**src/rtl/rdi_bring_up_pkg.sv**
```systemverilog
// Shared definitions for the RDI general bring-up TX generator.
// Holds the sideband message codes, the controller select codes, the FSM
// state encoding, and the select-to-message lookup helpers.
package rdi_bring_up_pkg;

    localparam int unsigned PKG_MSG_W = 4;

    // REQ codes sent toward the link partner
    localparam logic [PKG_MSG_W-1:0] REQ_ACTIVE    = 4'd1;
    localparam logic [PKG_MSG_W-1:0] REQ_RETRAIN   = 4'd6;
    localparam logic [PKG_MSG_W-1:0] REQ_LINKERROR = 4'd5;
    localparam logic [PKG_MSG_W-1:0] REQ_LINKRESET = 4'd4;
    localparam logic [PKG_MSG_W-1:0] REQ_DISABLE   = 4'd7;

    // RSP codes expected back from the link partner
    localparam logic [PKG_MSG_W-1:0] RSP_ACTIVE    = 4'd8;
    localparam logic [PKG_MSG_W-1:0] RSP_RETRAIN   = 4'd14;
    localparam logic [PKG_MSG_W-1:0] RSP_LINKERROR = 4'd13;
    localparam logic [PKG_MSG_W-1:0] RSP_LINKRESET = 4'd12;
    localparam logic [PKG_MSG_W-1:0] RSP_DISABLE   = 4'd15;
    localparam logic [PKG_MSG_W-1:0] PM_NAK        = 4'd9;

    typedef enum logic [2:0] {
        SEL_NONE      = 3'd0,
        SEL_ACTIVE    = 3'd1,
        SEL_RETRAIN   = 3'd2,
        SEL_LINKERROR = 3'd3,
        SEL_LINKRESET = 3'd4,
        SEL_DISABLE   = 3'd5
    } sel_e;

    typedef enum logic [2:0] {
        ST_IDLE     = 3'd0,
        ST_WAIT_RX  = 3'd1,
        ST_REQ_SEND = 3'd2,
        ST_HANDLE   = 3'd3,
        ST_DONE     = 3'd4,
        ST_FAIL     = 3'd5
    } state_e;

    // Codes 6 and 7 are not real requests; fold them onto "none".
    function automatic logic [2:0] sel_sanitize(input logic [2:0] sel);
        if (sel > 3'd5) begin
            return 3'd0;
        end else begin
            return sel;
        end
    endfunction

    function automatic logic [PKG_MSG_W-1:0] sel_to_req(input logic [2:0] sel);
        case (sel)
            SEL_ACTIVE:    return REQ_ACTIVE;
            SEL_RETRAIN:   return REQ_RETRAIN;
            SEL_LINKERROR: return REQ_LINKERROR;
            SEL_LINKRESET: return REQ_LINKRESET;
            SEL_DISABLE:   return REQ_DISABLE;
            default:       return 4'd0;
        endcase
    endfunction

    function automatic logic [PKG_MSG_W-1:0] sel_to_rsp(input logic [2:0] sel);
        case (sel)
            SEL_ACTIVE:    return RSP_ACTIVE;
            SEL_RETRAIN:   return RSP_RETRAIN;
            SEL_LINKERROR: return RSP_LINKERROR;
            SEL_LINKRESET: return RSP_LINKRESET;
            SEL_DISABLE:   return RSP_DISABLE;
            default:       return 4'd0;
        endcase
    endfunction

endpackage

```
**src/rtl/rdi_bring_up_tx_gen_if.sv**
```systemverilog
// Sideband message interface between the bring-up TX generator and the
// sideband TX/RX blocks.
//   o_tx_sb_message / o_tx_msg_valid : REQ toward sideband TX (valid held)
//   i_rx_done_send_message           : sideband TX accepted the REQ (pulse)
//   i_rx_sb_message / i_rx_msg_valid : message decoded by sideband RX
// master = bring-up TX generator, slave = sideband side.
interface rdi_bring_up_tx_gen_if #(
    parameter int MSG_W = 4
);
    logic [MSG_W-1:0] o_tx_sb_message;
    logic             o_tx_msg_valid;
    logic             i_rx_done_send_message;
    logic [MSG_W-1:0] i_rx_sb_message;
    logic             i_rx_msg_valid;

    modport master (
        output o_tx_sb_message,
        output o_tx_msg_valid,
        input  i_rx_done_send_message,
        input  i_rx_sb_message,
        input  i_rx_msg_valid
    );

    modport slave (
        input  o_tx_sb_message,
        input  o_tx_msg_valid,
        output i_rx_done_send_message,
        output i_rx_sb_message,
        output i_rx_msg_valid
    );
endinterface

```
**src/rtl/rdi_bring_up_timer.sv**
```systemverilog
// Response timeout counter.
//   lclk, sys_rst : clock, synchronous active-high reset
//   i_clear       : force count to zero (has priority over enable)
//   i_enable      : count one cycle
//   o_expire      : count has reached TIMEOUT_CYCLES-1
// The count holds once expired, so it can never wrap.
module rdi_bring_up_timer #(
    parameter int TO_W           = 16,
    parameter int TIMEOUT_CYCLES = 1024
) (
    input  logic lclk,
    input  logic sys_rst,
    input  logic i_clear,
    input  logic i_enable,
    output logic o_expire
);
    logic [TO_W-1:0] r_cnt;
    logic            w_expire;

    // Terminal-count detect
    always_comb begin
        w_expire = (r_cnt == TO_W'(TIMEOUT_CYCLES - 1));
    end

    // Counter register
    always_ff @(posedge lclk) begin
        if (sys_rst) begin
            r_cnt <= {TO_W{1'b0}};
        end else if (i_clear) begin
            r_cnt <= {TO_W{1'b0}};
        end else if (i_enable && !w_expire) begin
            r_cnt <= r_cnt + {{(TO_W-1){1'b0}}, 1'b1};
        end else begin
            r_cnt <= r_cnt;
        end
    end

    assign o_expire = w_expire;
endmodule

```
**src/rtl/rdi_bring_up_tx_gen.sv**
```systemverilog
// RDI general bring-up TX generator: latches the controller's bring-up
// select, sends the matching REQ over sideband (valid held until accepted),
// waits for the matching RSP, and retries on timeout or PM_NAK.
//   lclk, sys_rst                    : clock, synchronous active-high reset
//   i_rdi_controller_choosen_bring_up: requested bring-up (0 none, 1..5)
//   i_rx_busy_from_RX                : local RX side busy, delay the REQ
//   sb (master)                      : sideband REQ out / RSP in
//   o_General_Bring_Up_done_TX       : matching RSP received
//   o_bring_up_fail_TX               : retries exhausted
//   o_retry_cnt                      : re-sends for the current request
// All outputs are registered from the next-state decode, so they change on
// the edge that enters the state driving them.
module rdi_bring_up_tx_gen
    import rdi_bring_up_pkg::*;
#(
    parameter int MSG_W          = 4,
    parameter int TIMEOUT_CYCLES = 1024,
    parameter int TO_W           = 16,
    parameter int MAX_RETRY      = 3,
    parameter int RTY_W          = 2
) (
    input  logic                 lclk,
    input  logic                 sys_rst,
    input  logic [2:0]           i_rdi_controller_choosen_bring_up,
    input  logic                 i_rx_busy_from_RX,
    rdi_bring_up_tx_gen_if.master sb,
    output logic                 o_General_Bring_Up_done_TX,
    output logic                 o_bring_up_fail_TX,
    output logic [RTY_W-1:0]     o_retry_cnt
);
    state_e           r_state,   w_state_nx;
    logic [2:0]       r_latch,   w_latch_nx;
    logic [RTY_W-1:0] r_retry,   w_retry_nx;
    logic [MSG_W-1:0] r_tx_msg,  w_tx_msg_nx;
    logic             r_tx_vld,  w_tx_vld_nx;
    logic             r_done,    w_done_nx;
    logic             r_fail,    w_fail_nx;
    logic [2:0]       w_sel;
    logic             w_abort;
    logic             w_rsp_hit;
    logic             w_nak_hit;
    logic             w_expire;

    rdi_bring_up_timer #(
        .TO_W           (TO_W),
        .TIMEOUT_CYCLES (TIMEOUT_CYCLES)
    ) u_timer (
        .lclk     (lclk),
        .sys_rst  (sys_rst),
        .i_clear  (r_state != ST_HANDLE),
        .i_enable (r_state == ST_HANDLE),
        .o_expire (w_expire)
    );

    // Next-state, latch, retry and registered-output decode
    always_comb begin
        w_state_nx  = r_state;
        w_latch_nx  = r_latch;
        w_retry_nx  = r_retry;
        w_tx_msg_nx = {MSG_W{1'b0}};
        w_tx_vld_nx = 1'b0;
        w_done_nx   = 1'b0;
        w_fail_nx   = 1'b0;

        w_sel     = sel_sanitize(i_rdi_controller_choosen_bring_up);
        // The latch is never 0 outside IDLE, so a 0 select also differs.
        w_abort   = (w_sel != r_latch);
        w_rsp_hit = sb.i_rx_msg_valid && (sb.i_rx_sb_message == MSG_W'(sel_to_rsp(r_latch)));
        w_nak_hit = sb.i_rx_msg_valid && (sb.i_rx_sb_message == MSG_W'(PM_NAK));

        case (r_state)
            ST_IDLE: begin
                if (w_sel != 3'd0) begin
                    w_latch_nx = w_sel;
                    if (i_rx_busy_from_RX) begin
                        w_state_nx = ST_WAIT_RX;
                    end else begin
                        w_state_nx = ST_REQ_SEND;
                    end
                end else begin
                    w_state_nx = ST_IDLE;
                end
            end
            ST_WAIT_RX: begin
                if (w_abort) begin
                    w_state_nx = ST_IDLE;
                end else if (!i_rx_busy_from_RX) begin
                    w_state_nx = ST_REQ_SEND;
                end else begin
                    w_state_nx = ST_WAIT_RX;
                end
            end
            ST_REQ_SEND: begin
                if (w_abort) begin
                    w_state_nx = ST_IDLE;
                end else if (sb.i_rx_done_send_message) begin
                    w_state_nx = ST_HANDLE;
                end else begin
                    w_state_nx = ST_REQ_SEND;
                end
            end
            ST_HANDLE: begin
                // A matching RSP beats a simultaneous timeout.
                if (w_abort) begin
                    w_state_nx = ST_IDLE;
                end else if (w_rsp_hit) begin
                    w_state_nx = ST_DONE;
                end else if (w_nak_hit || w_expire) begin
                    if (r_retry < RTY_W'(MAX_RETRY)) begin
                        w_retry_nx = r_retry + {{(RTY_W-1){1'b0}}, 1'b1};
                        w_state_nx = ST_REQ_SEND;
                    end else begin
                        w_state_nx = ST_FAIL;
                    end
                end else begin
                    w_state_nx = ST_HANDLE;
                end
            end
            ST_DONE: begin
                if (w_abort) begin
                    w_state_nx = ST_IDLE;
                end else begin
                    w_state_nx = ST_DONE;
                end
            end
            ST_FAIL: begin
                if (w_abort) begin
                    w_state_nx = ST_IDLE;
                end else begin
                    w_state_nx = ST_FAIL;
                end
            end
            default: begin
                w_state_nx = ST_IDLE;
            end
        endcase

        // Outputs follow the state being entered.
        case (w_state_nx)
            ST_IDLE: begin
                w_latch_nx = 3'd0;
                w_retry_nx = {RTY_W{1'b0}};
            end
            ST_REQ_SEND: begin
                w_tx_msg_nx = MSG_W'(sel_to_req(w_latch_nx));
                w_tx_vld_nx = 1'b1;
            end
            ST_DONE: begin
                w_done_nx = 1'b1;
            end
            ST_FAIL: begin
                w_fail_nx  = 1'b1;
                w_retry_nx = RTY_W'(MAX_RETRY);
            end
            default: begin
                w_tx_vld_nx = 1'b0;
            end
        endcase
    end

    // State, latch, counters and output registers
    always_ff @(posedge lclk) begin
        if (sys_rst) begin
            r_state  <= ST_IDLE;
            r_latch  <= 3'd0;
            r_retry  <= {RTY_W{1'b0}};
            r_tx_msg <= {MSG_W{1'b0}};
            r_tx_vld <= 1'b0;
            r_done   <= 1'b0;
            r_fail   <= 1'b0;
        end else begin
            r_state  <= w_state_nx;
            r_latch  <= w_latch_nx;
            r_retry  <= w_retry_nx;
            r_tx_msg <= w_tx_msg_nx;
            r_tx_vld <= w_tx_vld_nx;
            r_done   <= w_done_nx;
            r_fail   <= w_fail_nx;
        end
    end

    assign sb.o_tx_sb_message         = r_tx_msg;
    assign sb.o_tx_msg_valid          = r_tx_vld;
    assign o_General_Bring_Up_done_TX = r_done;
    assign o_bring_up_fail_TX         = r_fail;
    assign o_retry_cnt                = r_retry;
endmodule

```
**src/flat_wrapper.sv**
```systemverilog
// flat-port wrapper written by rule: the top's interface ports become plain ports
module rdi_bring_up_tx_gen_flat import rdi_bring_up_pkg::*;
#(
    parameter int MSG_W          = 4,
    parameter int TIMEOUT_CYCLES = 1024,
    parameter int TO_W           = 16,
    parameter int MAX_RETRY      = 3,
    parameter int RTY_W          = 2
)
  (lclk, sys_rst, i_rdi_controller_choosen_bring_up, i_rx_busy_from_RX, o_General_Bring_Up_done_TX, o_bring_up_fail_TX, o_retry_cnt, sb_o_tx_sb_message, sb_o_tx_msg_valid, sb_i_rx_done_send_message, sb_i_rx_sb_message, sb_i_rx_msg_valid);
  rdi_bring_up_tx_gen_if #(.MSG_W(MSG_W)) sb_i ();
  input  logic lclk;
  input  logic sys_rst;
  input  logic [2:0] i_rdi_controller_choosen_bring_up;
  input  logic i_rx_busy_from_RX;
  output logic o_General_Bring_Up_done_TX;
  output logic o_bring_up_fail_TX;
  output logic [RTY_W-1:0] o_retry_cnt;
  output wire logic [$bits(sb_i.o_tx_sb_message)-1:0] sb_o_tx_sb_message;
  output wire logic [$bits(sb_i.o_tx_msg_valid)-1:0] sb_o_tx_msg_valid;
  input wire logic [$bits(sb_i.i_rx_done_send_message)-1:0] sb_i_rx_done_send_message;
  input wire logic [$bits(sb_i.i_rx_sb_message)-1:0] sb_i_rx_sb_message;
  input wire logic [$bits(sb_i.i_rx_msg_valid)-1:0] sb_i_rx_msg_valid;
  assign sb_o_tx_sb_message = sb_i.o_tx_sb_message;
  assign sb_o_tx_msg_valid = sb_i.o_tx_msg_valid;
  assign sb_i.i_rx_done_send_message = sb_i_rx_done_send_message;
  assign sb_i.i_rx_sb_message = sb_i_rx_sb_message;
  assign sb_i.i_rx_msg_valid = sb_i_rx_msg_valid;
  rdi_bring_up_tx_gen #(.MSG_W(MSG_W), .TIMEOUT_CYCLES(TIMEOUT_CYCLES), .TO_W(TO_W), .MAX_RETRY(MAX_RETRY), .RTY_W(RTY_W)) u_core (.lclk(lclk), .sys_rst(sys_rst), .i_rdi_controller_choosen_bring_up(i_rdi_controller_choosen_bring_up), .i_rx_busy_from_RX(i_rx_busy_from_RX), .sb(sb_i), .o_General_Bring_Up_done_TX(o_General_Bring_Up_done_TX), .o_bring_up_fail_TX(o_bring_up_fail_TX), .o_retry_cnt(o_retry_cnt));
endmodule
```
**config.mk**
```make
export PLATFORM = sky130hd
export DESIGN_NAME = rdi_bring_up_tx_gen_flat
export DESIGN_NICKNAME = d
export VERILOG_FILES = /design/src/rtl/rdi_bring_up_pkg.sv /design/src/rtl/rdi_bring_up_tx_gen_if.sv /design/src/rtl/rdi_bring_up_timer.sv /design/src/rtl/rdi_bring_up_tx_gen.sv /design/src/flat_wrapper.sv
export SDC_FILE = /design/constraint.sdc
export NUM_CORES = 1
export LEC_CHECK = 0
export BUFFER_PORTS_ARGS = -buffer_cell sky130_fd_sc_hd__buf_2
export CAP_MARGIN = 10
export CELL_PAD_IN_SITES_DETAIL_PLACEMENT = 1
export CELL_PAD_IN_SITES_GLOBAL_PLACEMENT = 1
export CORE_ASPECT_RATIO = 1.5
export CORE_MARGIN = 2
export CORE_UTILIZATION = 44
export CTS_CLUSTER_DIAMETER = 120
export DETAILED_ROUTE_END_ITERATION = 6
export GPL_ROUTABILITY_DRIVEN = 0
export PLACE_DENSITY_LB_ADDON = 0.3
export SETUP_SLACK_MARGIN = 0.2
export SKIP_LAST_GASP = 1
export SLEW_MARGIN = 20
export SYNTH_ARGS = -nofsm -noshare
export SYNTH_HDL_FRONTEND = slang
export SYNTH_SLANG_ARGS = --single-unit
```
**constraint.sdc**
```tcl
create_clock -name lclk -period 2.3 [get_ports lclk]
set_input_delay 0.23 -clock lclk [delete_from_list [all_inputs] [get_ports lclk]]
set_output_delay 0.23 -clock lclk [all_outputs]
set_load 0.1 [all_outputs]
```
Word-level counts from Yosys, hierarchy flattened
Index checks and enable logic that the tools add are counted.
- reduce and logical (&&, ||, !) cells: 15
- add/subtract/negate cells: 2
- equality and inequality tests: 25
- multipliers: 0
- mux-type cells: 26
- shift operators: 0
- bitwise operators: 1
- div/mod/pow operators: 0
- magnitude comparators: 2
- operator list (cell ; count):
    $mux W3 ; 12
    $eq A3 B3 Y1 const B ; 8
    $eq A3 B2 Y1 const B ; 7
    $pmux W4 S5 ; 1
    $pmux W3 S6 ; 1
    $add A16 B1 Y16 const B ; 1
    $eq A16 B10 Y1 const B ; 1
    $pmux W3 S5 ; 1
    $mux W2 ; 6
    $reduce_bool A3 Y1 ; 4
    $eq A3 B1 Y1 const B ; 3
    $logic_not A3 Y1 ; 2
    $ne A3 B3 Y1 const B ; 2
    $reduce_or A2 Y1 ; 3
    $reduce_and A5 Y1 ; 1
    $eq A4 B4 Y1 ; 1
    $eq A4 B4 Y1 const B ; 1
    $mux W1 ; 4
    $pmux W2 S2 ; 1
    $gt A3 B3 Y1 const B ; 1
    $logic_and A1 B1 Y1 ; 3
    $ne A3 B2 Y1 const B ; 1
    $ne A3 B3 Y1 ; 1
    $add A2 B1 Y2 const B ; 1
    4 further kinds ; 4
- word-level logic and storage cells: 79
- bits in registers: 31
- memories kept: 0
- output and inout bits: 9
- latch bits: 0
- memory bits (read-only): 0
- memory bits (writable): 0

Longest topological paths before layout
Gate-level depths: netlist of the first run.
- depth after elaboration: 10
- gate-level depth with buffers: 8
- mapped depth without buffers: 7

Cells and area by module
From an unflattened synthesis of the first run, not the netlist that was laid out.
- cell total of the unflattened synthesis: 217
- area total of the unflattened synthesis: 1933.1 µm²
- by module, submodules not included (module ; times used ; cells an instance ; area each (µm²)):
    rdi_bring_up_tx_gen ; 1 ; 122 ; 1066.0
    rdi_bring_up_timer ; 1 ; 95 ; 867.1

Worst setup path before layout of the first run
No wires, ideal clock.
- kind: register to register
- start: register u_core.r_retry[0], in the netlist u_core.o_retry_cnt[0]
- end: register u_core.r_tx_msg[2], in the netlist u_core.sb.o_tx_sb_message[2]
- clock period less this slack: 2.211 ns
- setup slack: 0.089 ns
- stages on the path, launching flop included: 7
- arrival: 2.073 ns
- required time: 2.162 ns
- cell sequence: dfxtp_1 -> ha_1 -> o21ba_2 -> a2111oi_2 -> or2_1 -> buf_6 -> nor4_4
- cells in the longest elaborated chain, start to end: 9
- RTL lines (what ; RTL line ; source):
    start, declared ; rdi_bring_up_tx_gen.sv:33 ; logic [RTY_W-1:0] r_retry, w_retry_nx;
    start signal, assigned ; rdi_bring_up_tx_gen.sv:166 ; r_retry <= {RTY_W{1'b0}};
    start signal, assigned ; rdi_bring_up_tx_gen.sv:174 ; r_retry <= w_retry_nx;
    $lt A2 B2 Y1 ; rdi_bring_up_tx_gen.sv:109 ; if (r_retry < RTY_W'(MAX_RETRY)) begin
    $mux W3 ; rdi_bring_up_tx_gen.sv:109 ;
    $mux W3 ; rdi_bring_up_tx_gen.sv:108 ; end else if (w_nak_hit || w_expire) begin
    $mux W3 ; rdi_bring_up_tx_gen.sv:106 ; end else if (w_rsp_hit) begin
    $mux W3 ; rdi_bring_up_tx_gen.sv:104 ; if (w_abort) begin
    $pmux W3 S6 ; rdi_bring_up_tx_gen.sv:71 ; case (r_state)
    $eq A3 B2 Y1 ; n/a ;
    $not A1 Y1 (no source line) ; n/a ;
    $reduce_or A2 Y1 (no source line) ; n/a ;
    end signal, assigned ; rdi_bring_up_tx_gen.sv:167 ; r_tx_msg <= {MSG_W{1'b0}};
    end signal, assigned ; rdi_bring_up_tx_gen.sv:175 ; r_tx_msg <= w_tx_msg_nx;
    end, declared ; rdi_bring_up_tx_gen.sv:34 ; logic [MSG_W-1:0] r_tx_msg, w_tx_msg_nx;
Every way passes these cells.
A chain may end at the register's enable or synchronous reset.

Worst setup path after layout of the first run
- start: register u_core.u_timer.r_cnt[15]
- end: register u_core.r_retry[1], in the netlist u_core.o_retry_cnt[1]
- cells in the longest elaborated chain, start to end: 9
- elaborated cells between the ends (all ways): 15
- those cells by class: eq/ne: 4; mux: 5; reduce/logical: 6
- RTL lines (what ; RTL line ; source):
    start, declared ; rdi_bring_up_timer.sv:17 ; logic [TO_W-1:0] r_cnt;
    start signal, assigned ; rdi_bring_up_timer.sv:28 ; r_cnt <= {TO_W{1'b0}};
    start signal, assigned ; rdi_bring_up_timer.sv:30 ; r_cnt <= {TO_W{1'b0}};
    start signal, assigned ; rdi_bring_up_timer.sv:32 ; r_cnt <= r_cnt + {{(TO_W-1){1'b0}}, 1'b1};
    $eq A16 B10 Y1 * ; rdi_bring_up_timer.sv:22 ; w_expire = (r_cnt == TO_W'(TIMEOUT_CYCLES - 1));
    $logic_or A1 B1 Y1 * ; rdi_bring_up_tx_gen.sv:108 ;
    $mux W3 ; rdi_bring_up_tx_gen.sv:108 ;
    $mux W3 ; rdi_bring_up_tx_gen.sv:106 ;
    $mux W3 ; rdi_bring_up_tx_gen.sv:104 ;
    $pmux W3 S6 ; rdi_bring_up_tx_gen.sv:71 ;
    $eq A3 B3 Y1 / $logic_not A3 Y1 (equally long branches) ; rdi_bring_up_tx_gen.sv:139 ; case (w_state_nx)
    $ne A3 B3 Y1 (no source line) / $reduce_bool A3 Y1 (equally long branches) ; n/a ;
    $reduce_and A5 Y1 (no source line) ; n/a ;
Mark *: on every way between the ends. The rest lies on a longest branch, timed or not.

==> impl_metrics.tcl, run 1 <==
set metrics [dict create \
    grt_pass1_vias 1634 \
    cap_violations 0 \
    yosysWarnings 0 \
    wl_met2_um 2940 \
    clock_path_buffers 2 \
    clkSlewWorstSetupHoldPaths_ns 0.07 \
    met1Wirelength_um 1810 \
    layout.nets 245 \
    ys_seq_area_share_pct 33.5 \
    vias_per_cell 5.86 \
    drive_above_1_share_pct 27.6 \
    pre_cts_slack_ns 0.111 \
    switching_power_w 0.000379 \
    timing.slew.headroom_pct 64.1 \
    internal_power_w 0.000945 \
    ios 21 \
    num-fill-cells 463 \
    netlist_instances 204 \
    dr.pass1.iters 4 \
    netlist_area_um2 1790 \
    die_h_um 82.2 \
    p_leak_nw 0.804 \
    cp_data_required_time_ns 2.50 \
    finalClockSkew_ns 0.00277 \
    cts_tree "done" \
    r2r.worst_path.cells 6 \
    rows 28 \
    worstMarginPinSlew_ns 0.535 \
    cts_buffers 5 \
    io_buffers 19 \
    ir_worst_vdd_mv 0.489 \
    ys_seq_elements 30 \
    switching_share_pct 28.6 \
    die_area_um2 4610 \
    vias 1623 \
    dieWidth_um 56.1 \
    critPathKind "flop to flop" \
    clockRootBuffer "clkbuf_8" \
    cts_hold_buf 0 \
    hold_start "sys_rst" \
    outcome "complete, no violations" \
    fin_setup_tns_ns 0 \
    cp-start-kind "flop" \
    synth_cell_type_count 59 \
    htree_levels 2 \
    initial_core_util_pct 45.7 \
    clkPwrFrac_pct 39.8 \
    grt_max_degree 14 \
    grt_pass1_wl_um 7250 \
    diodes 0 \
    rsz0062_at_grt "yes" \
    syn_avg_cell_area_um2 8.78 \
    setup_slack_ns 0.136 \
    top_layer "met4" \
    place_hpwl_um 3480 \
    dp.cells 260 \
    path_max_fanout 3 \
    combPwrFrac_pct 18.8 \
    final_core_util_pct 54.8 \
    crit-reg2reg-capture "u_core.o_retry_cnt[1]" \
    total_power_w 0.00132 \
    synth_flop_cell "dfxtp_1" \
    drt-initial-drc-count 44 \
    drc 0 \
    synth_edf_count 0 \
    ant_nets 0 \
    grt.total_usage_pct 20.2 \
    coreArea_um2 3920 \
    arrival_ns 2.37 \
    fmax_mhz 462 \
    syn-num-nets 218 \
    wl_met3_um 124 \
    maxSlewViolCount 0 \
    power_frac_seq_pct 41.4 \
    clock_sinks 30 \
    fin_crit_ns 2.16 \
    holdPathStages 2 \
    power_density_nw_per_um2 615 \
    grt-ovfl-total 0 \
    setup_viol 0 \
    wire_per_inst_um 17.8 \
    stdcell_count 277 \
    ys_async_sr_fraction_pct 0 \
    end_kind "flop" \
    syn_to_final_growth_pct 20.1 \
    clk_latency_ns 0.28 \
    final.period_utilization_pct 94.1 \
    holdPathEnd "u_core.r_state[1]" \
    hold_violations 0 \
    hp-class "input pin to flop" \
    routed_wirelength_um 4940 \
    antenna_found_initial 0 \
    crit-reg2reg-launch "u_core.u_timer.r_cnt[15]" \
    crit_start "u_core.u_timer.r_cnt[15]" \
    reg2reg_slack_ns 0.14 \
]
==> critical path, stage by stage, from the launching register on <==
cell and delay [ns]:
dfxtp_2 0.32, or4_4 0.56, nor4_4 0.32, o21ba_4 0.20
o2111ai_4 0.14, or3b_1 0.41, nand3_1 0.13
==> cells in the final DEF (no fill, tap or decap), types with 5 or more instances in the layout <==
cell / netlist / routed
clkbuf_8: 0 / 5
a21oi_1: 7 / 7
buf_2: 4 / 19
inv_1: 7 / 7
buf_4: 1 / 13
nor2_1: 28 / 28
nand3_1: 8 / 8
o21ai_0: 7 / 7
dfxtp_1: 30 / 23
nor3_1: 7 / 7
nand2_1: 11 / 11
nor2b_1: 5 / 5
xnor2_1: 11 / 11
dfxtp_2: 0 / 7
and3_1: 6 / 6
==> cell families after synthesis <==
family | count (synthesis) | share of synthesized area, %
other | 1 | 0.209
and+or+nand+nor | 96 | 32.3
muxes | 1 | 0.559
adders and majority gates | 2 | 1.40
xor gates and xnor gates | 16 | 8.66
AOI/OAI and AO/OA | 39 | 18.0
buffers and inverters | 19 | 5.31
DFF | 30 | 33.5
==> power groups by stage <==
| stage | Clock, W | Sequential, W | Combinational (W) |
|---|---|---|---|
| finish | 0.000527 | 0.000548 | 0.000249 |
| global placement | 0 | 0.000556 | 0.000210 |
| global route | 0.000554 | 0.000550 | 0.000263 |
| CTS | 0.000536 | 0.000547 | 0.000221 |
| detailed placement | 0 | 0.000557 | 0.000216 |
| floorplan | 0 | 0.000575 | 0.000154 |
==> registers in the layout (all words and copies together), names as in the netlist <==
name and flops:
u_core.sb.o_tx_msg_valid 1, u_core.r_state 3, u_core.r_latch 3, u_core.o_General_Bring_Up_done_TX 1, u_core.u_timer.r_cnt 16, u_core.o_bring_up_fail_TX 1, u_core.o_retry_cnt 2, u_core.sb.o_tx_sb_message 3
==> area by class of cell <==
cell class | instances | area [um^2] | area share [%]
multi-input combinational | 155 | 1160 | 53.8
inverter | 7 | 26.3 | 1.22
clock inverter | 2 | 37.5 | 1.74
sequential | 30 | 609 | 28.3
tap | 45 | 56.3 | 2.62
timing repair buffer | 32 | 193 | 8.95
clock buffer | 6 | 72.6 | 3.37
==> cells in the mapped netlist, drive strengths merged (3+ instances only) <==
| library cell | instances | share of area (%) |
|---|---|---|
| buf | 7 | 2.8 |
| nor4 | 4 | 3.4 |
| xnor2 | 11 | 5.4 |
| clkbuf | 5 | 1.0 |
| nand4 | 4 | 1.4 |
| nor3 | 8 | 2.5 |
| a21oi | 7 | 2.0 |
| xor2 | 4 | 2.0 |
| o21ai | 7 | 2.0 |
| inv | 7 | 1.5 |
| nand2b | 3 | 1.0 |
| nand4b | 3 | 1.5 |
| and3 | 6 | 2.1 |
| nand3 | 9 | 3.2 |
| dfxtp | 30 | 34 |
| nand2 | 11 | 2.3 |
| nor2 | 28 | 5.9 |
| nor2b | 5 | 1.7 |
==> through the flow <==
step	instance area [um^2]	hold slack, ns
6_report	2150	0.324
5_1_grt	2150	0.328
4_1_cts	2040	0.306
3_5_place_dp	1910	0.494
3_3_place_gp	1910	0.476
2_1_floorplan	1790	0.415
==> metal layers <==
layer	vias up	track usage, %
met3	10	3.58
met2	31	41.6
met4	0	8.10
li1	778	-
met5	-	0
met1	804	19.3
==> how the worst max path moves through the flow <==
| stage | slack, ns | cells past startpoint | to |
|---|---|---|---|
| finish | 0.14 | 6 | u_core.o_retry_cnt[1] |
| global route | 0.06 | 6 | u_core.o_retry_cnt[1] |
| CTS | 0.20 | 7 | u_core.o_retry_cnt[1] |
| detailed placement | 0.11 | 6 | u_core.u_timer.r_cnt[9] |
| global placement | 0.17 | 6 | u_core.u_timer.r_cnt[11] |
| floorplan | 0.31 | 7 | u_core.u_timer.r_cnt[15] |
==> what timing repair did <==
item | 4_1_cts | 5_1_grt
pin swaps | 3 | 12
gates resized for setup | 7 | 10
endpoints found under the setup margin | 17 | 17
setup buffers | 0 | 9
(Power assumes the default switching activity.)
==> run 2: changes to the inputs <==
==> constraint.sdc (replaced) <==
create_clock -name lclk -period 2.1 [get_ports lclk]
set_input_delay 0.21 -clock lclk [delete_from_list [all_inputs] [get_ports lclk]]
set_output_delay 0.21 -clock lclk [all_outputs]
set_load 0.005 [all_outputs]
==> impl_metrics.tcl, run 2 (synthesis results as in run 1) <==
set metrics [dict create \
    place_hpwl_um 3780 \
    fin_crit_ns 2.10 \
    critPathKind "flop to flop" \
    antenna_found_initial 0 \
    cts_tree "done" \
    cp-start-kind "flop" \
    cts_hold_buf 0 \
    dieWidth_um 56.1 \
    diodes 0 \
    dr.pass1.iters 4 \
    clock_sinks 30 \
    end_kind "flop" \
    stdcell_count 290 \
    arrival_ns 2.23 \
    cp_data_required_time_ns 2.22 \
    p_leak_nw 0.926 \
    clkSlewWorstSetupHoldPaths_ns 0.07 \
    ios 21 \
    ant_nets 0 \
    final.period_utilization_pct 100 \
    htree_levels 2 \
    grt.total_usage_pct 23.0 \
    rsz0062_at_grt "yes" \
    routed_wirelength_um 5620 \
    vias_per_cell 5.93 \
    clock_path_buffers 2 \
    setup_slack_ns -0.00340 \
    drt-initial-drc-count 49 \
    grt_pass1_vias 1776 \
    drc 0 \
    grt_max_degree 14 \
    wire_per_inst_um 19.4 \
    mostFrequentLayoutCells "nor2_1, buf_4, dfxtp_1" \
    top_register "u_core.u_timer.r_cnt" \
    rows 28 \
    initial_core_util_pct 45.7 \
    syn_to_final_growth_pct 32.5 \
    hp-class "input pin to flop" \
    grt-ovfl-total 0 \
    outcome "complete, but fails checks" \
    fin_setup_tns_ns -0.00340 \
    layout.nets 258 \
    violations "setup timing" \
    cts_buffers 5 \
    cap_violations 0 \
    final_common_cell "nor2_1" \
    vias 1720 \
    die_h_um 82.2 \
    clockRootBuffer "clkbuf_8" \
    path_max_fanout 3 \
    drive_above_1_share_pct 40.0 \
    die_area_um2 4610 \
    hold_violations 0 \
    pre_cts_slack_ns -0.0130 \
    maxSlewViolCount 0 \
    coreArea_um2 3920 \
    finalClockSkew_ns 0.00872 \
    fmax_mhz 475 \
    largest_reg_flops 16 \
    dp.cells 268 \
    ir_worst_vdd_mv 0.537 \
    clk_latency_ns 0.29 \
    setup_viol 1 \
    grt_pass1_wl_um 8110 \
    io_buffers 19 \
    power_density_nw_per_um2 593 \
]
-- run 2: where the power goes --
group          leakage, nW  internal [W]  switching [W]
Clock               0.0575      0.000331       0.000219
Combinational        0.622      0.000114       0.000144
Sequential           0.247      0.000582      0.0000188
-- run 2: worst max-delay path: stages, from the launching register on --
cell and delay (ns):
dfxtp_2 0.32, or4_4 0.56, nor4_4 0.20, o21ba_4 0.21, a2111oi_4 0.04, o211ai_1 0.40, o311ai_1 0.20
-- run 2: area by class of cell --
cell class | instances | area (um^2)
fillers | 451 | 1550
multi-input cells | 155 | 1260
flip-flops and latches | 30 | 617
repair buffers | 45 | 302
clock buffers | 8 | 110
well taps | 45 | 56.3
inverters | 7 | 26.3
-- run 2: final timing paths --
path	start	to	slack (ns)	depth (start not counted)
hold reg to reg	u_core.u_timer.r_cnt[7]	u_core.u_timer.r_cnt[7]	0.54	2
setup reg to reg	u_core.u_timer.r_cnt[15]	u_core.o_retry_cnt[0]	-0.003	6
setup / recovery	u_core.u_timer.r_cnt[15]	u_core.o_retry_cnt[0]	-0.003	6
hold / removal	sys_rst	u_core.r_state[1]	0.31	2
-- run 2: routing by layer --
metal	GRT usage, %	vias up	routed length, um
li1	-	813	-
met1	21.0	858	2010
met2	45.1	31	3250
met3	3.58	18	116
met4	17.6	0	243
met5	0	-	0
-- run 2: through the flow --
| step | power (W) | hold slack [ns] | cell area, um^2 | util [%] |
|---|---|---|---|---|
| after detailed placement | 0.000824 | 0.494 | 2000 | 50.9 |
| after floorplan | 0.000767 | 0.394 | 1830 | - |
| final | 0.00141 | 0.311 | 2370 | 60.5 |
| after CTS | 0.00139 | 0.280 | 2220 | 56.5 |
| after global routing | 0.00146 | 0.335 | 2370 | 60.5 |
| after global placement | 0.000812 | 0.480 | 2000 | 50.9 |
-- run 2: timing repair --
| item | CTS | global route |
|---|---|---|
| setup buffers | 5 | 9 |
| resized for setup | 21 | 22 |
| pin swaps | 12 | 12 |
| setup endpoints to repair | 17 | 22 |
==> run 3: changes to the inputs <==
--- a/config.mk
+++ b/config.mk
@@ -10,8 +10,9 @@
 export CELL_PAD_IN_SITES_DETAIL_PLACEMENT = 1
 export CELL_PAD_IN_SITES_GLOBAL_PLACEMENT = 1
 export CORE_ASPECT_RATIO = 1.5
-export CORE_MARGIN = 2
-export CORE_UTILIZATION = 44
+export CORE_MARGIN = 4
+export CORE_UTILIZATION = 47
+export CTS_BUF_LIST = sky130_fd_sc_hd__clkbuf_16
 export CTS_CLUSTER_DIAMETER = 120
 export DETAILED_ROUTE_END_ITERATION = 6
 export GPL_ROUTABILITY_DRIVEN = 0
==> constraint.sdc (replaced) <==
create_clock -name lclk -period 2.7 [get_ports lclk]
set_input_delay 0.27 -clock lclk [delete_from_list [all_inputs] [get_ports lclk]]
set_output_delay 0.27 -clock lclk [all_outputs]
set_load 0.005 [all_outputs]
==> impl_metrics.tcl, run 3 (synthesis results as in run 1) <==
set metrics [dict create \
    cts_setup_buffers 0 \
    cts_tree "done" \
    worstMarginPinSlew_ns 0.599 \
    coreArea_um2 3680 \
    diodes 0 \
    wire_per_inst_um 17.5 \
    switching_share_pct 22.2 \
    rows 27 \
    finalClockSkew_ns 0.00523 \
    grt_pass1_vias 1670 \
    maxSlewViolCount 0 \
    largest_reg_flops 16 \
    cap_violations 0 \
    setup_viol 0 \
    fin_setup_tns_ns 0 \
    r2r.worst_path.cells 6 \
    place_hpwl_um 3520 \
    clkSlewWorstSetupHoldPaths_ns 0.05 \
    final.period_utilization_pct 82.7 \
    holdPathStages 2 \
    power_density_nw_per_um2 648 \
    cts_hold_buf 0 \
    syn_to_final_growth_pct 15.0 \
    grt_pass1_wl_um 7870 \
    outcome "complete, no violations" \
    num-fill-cells 435 \
    power_frac_seq_pct 35.1 \
    drt-initial-drc-count 64 \
    vias 1520 \
    die_h_um 83.6 \
    initial_core_util_pct 48.7 \
    drc 0 \
    rsz0062_at_grt "no" \
    dieWidth_um 58.4 \
    cts_resized 0 \
    io_buffers 19 \
    path_max_fanout 7 \
    critPathKind "flop to flop" \
    drive_above_1_share_pct 17.8 \
    end_kind "flop" \
    stdcell_count 262 \
    grt.total_usage_pct 21.1 \
    antenna_found_initial 0 \
    grt-ovfl-total 0 \
    hold_ws_ns 0.379 \
    cp-start-kind "flop" \
    ios 21 \
    timing.slew.headroom_pct 60.1 \
    die_area_um2 4880 \
    vias_per_cell 5.80 \
    hold_violations 0 \
    top_register "u_core.u_timer.r_cnt" \
    dr.pass1.iters 4 \
    fin_crit_ns 2.23 \
    clock_path_buffers 2 \
    p_leak_nw 0.774 \
    grt_max_degree 17 \
    internal_power_w 0.00104 \
    final_common_cell "dfxtp_1" \
    dp.cells 254 \
    ant_nets 0 \
    fmax_mhz 448 \
    cp_data_required_time_ns 2.84 \
    clock_sinks 30 \
    combPwrFrac_pct 11.2 \
    hp-class "input pin to flop" \
    mostFrequentLayoutCells "dfxtp_1, nor2_1, buf_2" \
    switching_power_w 0.000296 \
    htree_levels 2 \
    routed_wirelength_um 4580 \
    clockRootBuffer "clkbuf_16" \
    arrival_ns 2.37 \
    clk_latency_ns 0.28 \
    clkPwrFrac_pct 53.8 \
    layout.nets 232 \
    cts_buffers 5 \
    ir_worst_vdd_mv 0.515 \
]
## run 3: cell count changes in the layout (fill, tap and decap cells not counted), moves of 4 or more
cell,previous run,this run
nor3_1,3,7
clkbuf_16,0,5
clkbuf_8,8,0
buf_4,23,0
dfxtp_2,7,0
dfxtp_1,21,30
nor2_1,24,28
## run 3: through the flow
step | util, % | setup slack (ns) | power [W] | cell area, um^2
after floorplan | - | 0.706 | 0.000592 | 1790
after global placement | 50.8 | 0.529 | 0.000617 | 1870
after detailed placement | 50.8 | 0.463 | 0.000626 | 1870
after CTS | 56.0 | 0.439 | 0.00135 | 2060
after global routing | 56.0 | 0.289 | 0.00139 | 2060
final | 56.0 | 0.467 | 0.00134 | 2060
## run 3: path summary, 6_finish.rpt
path	slack, ns	from	to
worst max-delay path	0.47	u_core.u_timer.r_cnt[11]	u_core.u_timer.r_cnt[13]
worst min register to register	0.52	u_core.u_timer.r_cnt[2]	u_core.u_timer.r_cnt[2]
worst min-delay path	0.38	sys_rst	u_core.r_state[1]
worst max register to register	0.47	u_core.u_timer.r_cnt[11]	u_core.u_timer.r_cnt[13]
## run 3: power by group through the flow
stage / combinational [W] / clock, W / sequential [W]
floorplan: 0.000125 / 0 / 0.000466
global placement: 0.000141 / 0 / 0.000475
detailed placement: 0.000149 / 0 / 0.000477
CTS: 0.000150 / 0.000729 / 0.000468
global route: 0.000164 / 0.000755 / 0.000470
finish: 0.000149 / 0.000718 / 0.000468
## run 3: worst max-delay path, stage by stage (launching register included)
cell and delay [ns]:
dfxtp_1 0.33, or4_4 0.56, or4_1 0.71, nand3_4 0.20, nor3_1 0.09, xnor2_1 0.16, nor2_1 0.06
## run 3: area by class of cell
class / instances / area (um^2) / share of cell area, %
Clock buffer: 5 / 125 / 6.07
Clock inverter: 3 / 63.8 / 3.10
Multi-Input combinational cell: 155 / 1100 / 53.2
Sequential cell: 30 / 601 / 29.1
Tap cell: 43 / 53.8 / 2.61
Inverter: 7 / 26.3 / 1.28
Timing Repair Buffer: 19 / 95.1 / 4.61
## run 3: per-layer routing
layer,track usage (%),vias to the layer above,wire length [um]
met5,0,-,0
li1,-,756,-
met1,20.5,735,1720
met4,11.2,0,135
met3,4.80,10,106
met2,39.1,19,2610
